`src/rtl/rom_arbiter.sv`:
```
// Two-port read arbiter/sequencer sharing one registered-read program ROM port.
// Define ROM_ARB_ROUND_ROBIN_EN for round-robin conflicts; otherwise port A has fixed priority.
module rom_arbiter #(
   parameter int ADDR_W = 14,
   parameter int DATA_W = 16
) (
   input  logic              clk,
   input  logic              reset,
   input  logic              a_req,
   input  logic [ADDR_W-1:0] a_addr,
   output logic              a_gnt,
   output logic              a_rvalid,
   output logic [DATA_W-1:0] a_rdata,
   input  logic              b_req,
   input  logic [ADDR_W-1:0] b_addr,
   output logic              b_gnt,
   output logic              b_rvalid,
   output logic [DATA_W-1:0] b_rdata,
   output logic              rom_enable,
   output logic [ADDR_W-1:0] rom_addr,
   input  logic [DATA_W-1:0] rom_data
);
   localparam int STAGES = 2;

   // Stage 1 = ROM data phase, stage 2 = response; port id 1 means B.
   logic [STAGES:1]   vld_pipe;
   logic [STAGES:1]   port_pipe;
   logic [ADDR_W-1:0] addr_q;

`ifdef ROM_ARB_ROUND_ROBIN_EN
   logic last_b;

   always_ff @(posedge clk or negedge reset) begin
      if (!reset)              last_b <= 1'b1;
      else if (a_gnt || b_gnt) last_b <= b_gnt;
   end

   assign a_gnt = a_req & (~b_req | last_b);
`else
   assign a_gnt = a_req;
`endif
   assign b_gnt = b_req & ~a_gnt;

   // Address is muxed straight through in the grant cycle; held when idle.
   assign rom_addr = a_gnt ? a_addr : (b_gnt ? b_addr : addr_q);

   always_ff @(posedge clk or negedge reset) begin
      if (!reset) begin
         addr_q    <= '0;
         vld_pipe  <= '0;
         port_pipe <= '0;
      end else begin
         addr_q    <= rom_addr;
         vld_pipe  <= {vld_pipe[STAGES-1:1], a_gnt | b_gnt};
         port_pipe <= {port_pipe[STAGES-1:1], b_gnt};
      end
   end

   always_ff @(posedge clk or negedge reset) begin
      if (!reset) begin
         a_rdata <= '0;
         b_rdata <= '0;
      end else if (vld_pipe[1]) begin
         if (port_pipe[1]) b_rdata <= rom_data;
         else              a_rdata <= rom_data;
      end
   end

   assign rom_enable = vld_pipe[1];
   assign a_rvalid   = vld_pipe[STAGES] & ~port_pipe[STAGES];
   assign b_rvalid   = vld_pipe[STAGES] &  port_pipe[STAGES];

endmodule

```
`config.mk`:
```
export PLATFORM = sky130hd
export DESIGN_NAME = rom_arbiter
export DESIGN_NICKNAME = d
export VERILOG_FILES = /design/src/rtl/rom_arbiter.sv
export SDC_FILE = /design/constraint.sdc
export NUM_CORES = 1
export LEC_CHECK = 0
export CAP_MARGIN = 30
export CORE_UTILIZATION = 43
export DETAILED_ROUTE_END_ITERATION = 12
export HOLD_SLACK_MARGIN = 0.06
export PLACE_DENSITY = 0.92
export SLEW_MARGIN = 20
export SYNTH_ARGS = -nofsm -noshare
export SYNTH_HDL_FRONTEND = slang
export SYNTH_SLANG_ARGS = --single-unit
```
`constraint.sdc`:
```
create_clock -name clk -period 1.85 [get_ports clk]
set_input_delay 0.185 -clock clk [delete_from_list [all_inputs] [get_ports clk]]
set_output_delay 0.185 -clock clk [all_outputs]
set_load 0.01 [all_outputs]
```
# Yosys cells after proc, flatten, opt, wreduce, memory -nomap -nowiden
# Index checks and enable logic that the tools add are counted.
[classes]
n_mux = 2
bitwise_logic = 7
reduce_logical = 2
[op_table]
columns = ["cell", "count"]
rows = [
  ["14-bit 2-to-1 mux", 2],
  ["2-bit AND reduction", 2],
  ["1-bit AND", 3],
  ["1-bit inverter", 3],
  ["1-bit bitwise OR", 1],
]
[totals]
register_bits = 50

# Longest topological paths before layout
# Gate-level depths: netlist of run 1.
[depth]
depth_word = 4
ltp_mapped = 4

# Worst setup path before layout of run 1
# OpenSTA, ideal clock, no wires.
[synth_timing]
path_kind = "reg2reg"
start = "reg vld_pipe[1] in the netlist's numbering"
end = "reg a_rdata[10]"
arrival_ns = 1.145
required_time_ns = 1.725
path_slack_ns = 0.580
stages_incl_launch_ff = 5
n_path_buf = 2
period_less_slack_ns = 1.270
cell_sequence = "dfrtp_1 -> nor2b_1 -> buf_6 -> buf_12 -> mux2_4"
[synth_via]
elab_chain_len = 1
[synth_rtl]
columns = ["item", "line", "source"]
rows = [
  ["from (decl)", "26", "logic [STAGES:1] vld_pipe;"],
  ["from (signal assigned)", "54", "vld_pipe <= {vld_pipe[STAGES-1:1], a_gnt | b_gnt};"],
  ["2-bit AND reduction (no line)", "-", ""],
  ["to (signal assigned)", "65", "else a_rdata <= rom_data;"],
  ["to (decl)", "13", "output logic [DATA_W-1:0] a_rdata,"],
]
# Every way passes these cells.
# A chain may end at the register's enable or synchronous reset.

# Worst setup path after layout of run 1
[layout_timing]
start = "in b_req"
end = "out rom_addr[2]"
[layout_via]
elab_chain_len = 3
[layout_rtl]
columns = ["item", "line", "source"]
rows = [
  ["from (decl)", "14", "input logic b_req,"],
  ["1-bit AND", "42", "assign b_gnt = b_req & ~a_gnt;"],
  ["14-bit 2-to-1 mux (2 in a row)", "45", "assign rom_addr = a_gnt ? a_addr : (b_gnt ? b_addr : addr_q);"],
  ["to (decl)", "20", "output logic [ADDR_W-1:0] rom_addr,"],
]
# Every way passes these cells.

==> reports/metrics.yaml, run 1 <==
grt_util_all_layers_pct: 18.1
drtAntennaViolNets: 0
worst_setup_path_start_kind: "primary input"
internal_power_mw: 2.01
path_max_fanout: 16
crit_path_end: "rom_addr[2]"
start_util_pct: 45.6
path_delay_family: "buffers and inverters"
worst_pin_slew_ns: 0.402
status: "finished, violations left"
clkSlewWorstSetupHoldPaths_ns: 0.09
final_hold_viol_count: 0
r2r_start: "vld_pipe[1]"
worstSetupPathDepth: 5
p_leak_nw: 1.42
drc_errors: 11
syn_nets: 187
cp_cell_sequence: "clkdlybuf4s50_1, buf_12, mux2i_1, o21ai_0, dlygate4sd2_1"
grt_pass1_vias: 1587
worstRegToRegCells: 3
multiInputGateArea_um2: 701
seqPwrFrac_pct: 48.6
power.share.clock_pct: 25.6
grt_max_degree: 51
pre_cts_ws_ns: -0.132
cp_num_buf_inv: 3
rows: 24
h-tree-depth: 2
cp.required_ns: 1.66
antennaDiodeCount: 0
syn_area_per_cell_um2: 14.6
drv_cap: 0
routabilityCongestion: 0.736
syn-cell-area_um2: 2030
setup.worst_path.class: "in -> out"
power_density_nw_per_um2: 842
cp_slowest_stage_delay_ns: 0.50
critPathCaptureType: "primary output"
routed_wl_um: 4230
cts_buffers: 5
fin_cells: 294
clock.fmax_mhz: 592
grt_pass1_wl_um: 7170
core_area_um2: 4440
reg2reg_setup_slack_ns: 0.53
dp_hpwl_um: 3190
post-route-period-util_pct: 91.4
final_nets: 289
p_sw_mw: 0.651
dr.pass1.iters: 8
cp_slowest_cell: "clkdlybuf4s50_1"
clock-sinks: 50
fillers: 322
cts_tree: "done"
clockBufferDepth: 2
final-setup-viol-count: 0
ys_warn_count: 0
placedCellCount: 285
finClkSkew_ns: 0.00331
drt-vias-per-instance: 4.82
startpoint: "b_req"
io_buffers: 98
clock_latency_ns: 0.29
drt_iter0_markers: 53
reg2reg_to: "a_rdata[0]"
pin_count: 99
syn2layout_area_growth_pct: 55.8
holdCritPathClass: "in -> async"
p_sw_share_pct: 24.5
vias: 1417
peakVddDrop_mv: 0.424
synth_seq_area_share_pct: 61.8
pwr-share-comb_pct: 25.8
die_w_um: 70.6
syn_inst: 139
slew_headroom_pct: 73.1
die_y_um: 70.6
fin_ws_ns: 0.159
grt_overflow: 0
seqCellArea_um2: 1250
antenna_found_initial: 0
synth_cell_type_count: 15
min_period_ns: 1.69
root_buffer: "clkbuf_8"
wl_per_cell_um: 14.4
drive_gt1_share_pct: 19.4
synth_seq_cells: 50
critical_path_arrival_ns: 1.51
cts_setup_buffers: 0
rsz0062_at_grt: "no"
drv_slew: 0
violations: "design-rule violations"
die_area_um2: 4990
synthesized netlist by cell type:
master     n  share of area [%]
dfrtp_1   50                 62
mux2_2    20                 11
mux2i_1   14                6.9
nand2_1   14                2.6
o21ai_0   14                3.5
mux2_4    10                7.4
buf_4      3                1.1
clkbuf_1   3               0.56
nor2b_1    3               0.93
buf_6      2                1.1
mux2_1     2                1.1
and2_1     1               0.31
buf_12     1               0.99
nand2_2    1               0.31
or2_2      1               0.31
worst reg2reg max path, cell delays in order (launching register included):
cell	delay, ns
dfrtp_1	0.39
nor2b_2	0.15
buf_4	0.29
mux2_2	0.38
logic make-up (layout without fill, tap and decap cells):
logic type | after synthesis | in the layout | share of synthesized area, %
flip-flops | 50 | 50 | 61.8
AO/OA/AOI/OAI | 14 | 14 | 3.46
AND/OR/NAND/NOR | 20 | 20 | 4.45
buffers and inverters | 9 | 112 | 3.77
multiplexers | 46 | 46 | 26.6
through the flow:
step	hold WS, ns	cell area [um^2]	util [%]	power (mW)	TNS, ns
floorplan	-0.111	2030	-	1.59	0
global placement	0.193	3060	68.8	2.00	-0.818
detailed placement	0.195	3060	68.8	2.03	-1.19
CTS	0.413	3150	70.9	2.70	0
global route	0.430	3160	71.0	2.79	0
finish	0.406	3160	71.0	2.66	0
state kept, by name (all words and copies together), names as in the netlist:
signal,count
vld_pipe,2
b_rdata,16
addr_q,14
port_pipe,2
a_rdata,16
layer usage:
layer	up-vias	track usage, %	wire [um]
met2	54	32.5	2200
met4	0	5.33	34
met1	679	21.3	1700
met3	4	4.99	296
met5	-	0	0
li1	680	-	-
area by class of cell:
type | count | area share, %
Clock buffer | 7 | 3.05
Clock inverter | 1 | 0.278
Multi-Input combinational cell | 80 | 22.2
Sequential cell | 50 | 39.7
Tap cell | 52 | 2.06
Timing Repair Buffer | 104 | 32.8
worst min path at each step:
| stage | from | to |
|---|---|---|
| 3_3_place_gp | reset | b_rdata[3] |
| 2_1_floorplan | reset | a_rdata[0] |
| 3_5_place_dp | reset | b_rdata[3] |
| 4_1_cts | reset | b_rdata[3] |
| 5_1_grt | reset | b_rdata[3] |
| 6_report | reset | b_rdata[3] |
cell usage in the layout, fill, tap and decap left out, drive strengths merged, types with 3 or more instances in the layout:
cell type       n
nand2          15
buf             6
mux2i          14
dlygate4sd2    14
clkbuf          7
clkdlybuf4s50  82
dfrtp          50
nor2b           3
o21ai          14
mux2           32
power by group through the flow:
stage | registers [mW] | logic [mW] | clock network [mW]
after CTS | 1.29 | 0.698 | 0.706
final | 1.29 | 0.687 | 0.680
after global placement | 1.31 | 0.698 | 0
after floorplan | 1.36 | 0.229 | 0
after detailed placement | 1.31 | 0.714 | 0
after global routing | 1.31 | 0.735 | 0.749
timing repair:
item	CTS	global route
endpoints found under the hold margin	50	0
hold buffers	1	0
resized for setup	16	1
setup endpoints to repair	14	1
Power figures use the tool's default switching activity.
==> inputs of run 2 (changes only) <==
Settings changed: CORE_UTILIZATION 43 to 45, CTS_BUF_LIST set to sky130_fd_sc_hd__clkbuf_8, PLACE_DENSITY 0.92 to 0.95, REMOVE_ABC_BUFFERS set to 1.
==> reports/metrics.yaml, run 2 (same netlist as run 1, synthesis figures left out) <==
pwr-share-comb_pct: 27.1  # +1.3 points
die_y_um: 69.1  # -2.2%
p_sw_share_pct: 24.6  # +0.14 points
status: "complete, no violations"
critPathCaptureType: "primary output"
power_density_nw_per_um2: 822  # -2.4%
grt_overflow: 0  # unchanged
r2r_start: "vld_pipe[1]"
routabilityCongestion: 0.844  # +15%
seqPwrFrac_pct: 49.6  # +1.0 points
finClkSkew_ns: 0.00237  # -0.000931 ns
mostFrequentLayoutCells: "clkdlybuf4s50_1, dfrtp_1, mux2_2"
grt_pass1_wl_um: 7780  # +8.6%
die_area_um2: 4770  # -4.3%
clkSlewWorstSetupHoldPaths_ns: 0.08  # about the same
cts_tree: "done"
pin_count: 99  # unchanged
pre_cts_ws_ns: -0.147  # -0.0143 ns
fin_ws_ns: 0.111  # -0.0482 ns
grt_pass1_vias: 1606  # +1.2%
cp_slowest_stage_delay_ns: 0.52  # +0.02 ns
drt_iter0_markers: 61  # +15%
rsz0062_at_grt: "no"
final_nets: 292  # +1.0%
final_hold_viol_count: 0  # unchanged
vias: 1449  # +2.3%
core_area_um2: 4350  # -2.0%
post-route-period-util_pct: 94.0  # +2.6 points
clockBufferDepth: 2  # unchanged
final_common_cell: "clkdlybuf4s50_1"
whs_ns: 0.423  # +0.0172 ns
start_util_pct: 46.5  # +0.94 points
setup.worst_path.class: "in -> out"
peakVddDrop_mv: 0.524  # +24%
p_sw_mw: 0.642  # -1.4%
finalPower_mw: 2.61  # -2.0%
power.share.clock_pct: 23.3  # -2.3 points
critical_path_arrival_ns: 1.55  # +0.04 ns
min_period_ns: 1.74  # +0.0482 ns
grt_util_all_layers_pct: 20.7  # +2.6 points
final-setup-viol-count: 0  # unchanged
root_buffer: "clkbuf_8"
dp_hpwl_um: 3470  # +8.6%
fin_setup_tns_ns: 0  # unchanged
p_leak_nw: 1.43  # +0.56%
syn2layout_area_growth_pct: 56.4
wl_per_cell_um: 15.6  # +8.3%
path_delay_family: "buffers and inverters"
internal_power_mw: 1.96  # -2.2%
cp.required_ns: 1.66  # about the same
worst_pin_slew_ns: 0.575  # +0.173 ns
drive_gt1_share_pct: 19.8  # +0.33 points
holdCritPathClass: "in -> async"
io_buffers: 98  # unchanged
cts_buffers: 5  # unchanged
dr.pass1.iters: 4  # -4
drv_slew: 0  # unchanged
clock.fmax_mhz: 575  # -2.8%
cts_setup_buffers: 0  # unchanged
cp_cell_sequence: "clkdlybuf4s50_1, buf_12, mux2i_1, o21ai_0, dlygate4sd2_1"
drv_cap: 0  # unchanged
cp_num_buf_inv: 3  # unchanged
slew_headroom_pct: 61.6  # -11 points
die_w_um: 69.1  # -2.2%
rows: 24  # unchanged
startpoint: "b_req"
drt-vias-per-instance: 4.91  # +1.9%
routed_wl_um: 4600  # +8.6%
antennaDiodeCount: 0  # unchanged
worst_setup_path_start_kind: "primary input"
drtAntennaViolNets: 0  # unchanged
cp_slowest_cell: "clkdlybuf4s50_1"
grt_max_degree: 32  # -37%
clock_latency_ns: 0.29  # about the same
h-tree-depth: 2  # unchanged
path_max_fanout: 16  # unchanged
fin_util_pct: 72.8  # +1.8 points
reg_top3: "a_rdata: 16 flops, b_rdata: 16 flops, addr_q: 14 flops"
clock-sinks: 50  # unchanged
antenna_found_initial: 0  # unchanged
drc_errors: 0  # -11
-- run 2: cell count changes in the layout (fill, tap and decap cells not counted) --
cell,change
buf_4,+2
o21ai_0,-2
o21ai_1,+2
buf_12,+1
clkbuf_8,-1
clkinv_4,-1
-- run 2: path summary, 6_finish.rpt --
| check | endpoint | slack [ns] | cells after the start |
|---|---|---|---|
| min in group clk | port_pipe[2] | 0.45 | 0 |
| max reg2reg | a_rdata[15] | 0.57 | 3 |
| max in group asynchronous | addr_q[9] | 0.89 | 3 |
| max | rom_addr[8] | 0.11 | 5 |
| min | a_rdata[10] | 0.42 | 2 |
| min reg2reg | port_pipe[2] | 0.45 | 0 |
-- run 2: metal layers --
| metal | vias to the layer above | part of all wire [%] | track usage [%] |
|---|---|---|---|
| met5 | - | 0 | 0 |
| met4 | 0 | 1.9 | 8.39 |
| met3 | 9 | 4.3 | 4.09 |
| met2 | 52 | 54 | 35.8 |
| met1 | 702 | 40 | 25.1 |
| li1 | 686 | - | - |
-- run 2: stage by stage --
stage | cells | instance area, um^2
CTS | 295 | 3170
global route | 295 | 3170
detailed placement | 288 | 3090
floorplan | 130 | 1950
finish | 295 | 3170
global placement | 288 | 3090
-- run 2: worst register-to-register path, delay by kind of cell, from the launching register on --
family / cells / cell delay [ns]
multiplexers: 1 / 0.36
flip-flops: 1 / 0.40
buffers and inverters: 1 / 0.23
AND/OR/NAND/NOR: 1 / 0.18
-- run 2: area by class of cell --
class / instances / area (um^2)
Sequential cell: 50 / 1250
Tap cell: 52 / 65.1
Fill cell: 324 / 1190
Multi-Input combinational cell: 80 / 701
Clock buffer: 6 / 82.6
Timing Repair Buffer: 107 / 1070
-- run 2: what timing repair did --
item                       in CTS  in global routing
setup endpoints to repair      14                  1
resized for setup              18                  1
hold buffers                    1                  0
hold endpoints to repair       24                  0
-- run 2: power by group through the flow --
| stage | clock [mW] | sequential (mW) | combinational (mW) |
|---|---|---|---|
| 2_1_floorplan | 0 | 1.36 | 0.199 |
| 3_3_place_gp | 0 | 1.30 | 0.714 |
| 3_5_place_dp | 0 | 1.31 | 0.730 |
| 4_1_cts | 0.623 | 1.29 | 0.717 |
| 5_1_grt | 0.667 | 1.31 | 0.755 |
| 6_report | 0.607 | 1.29 | 0.707 |
==> inputs of run 3 (changes only) <==
Settings changed: HOLD_SLACK_MARGIN 0.06 to 0.02.
==> results of run 3 <==
Same layout as run 2: the final DEF is identical, and so are final timing and power.
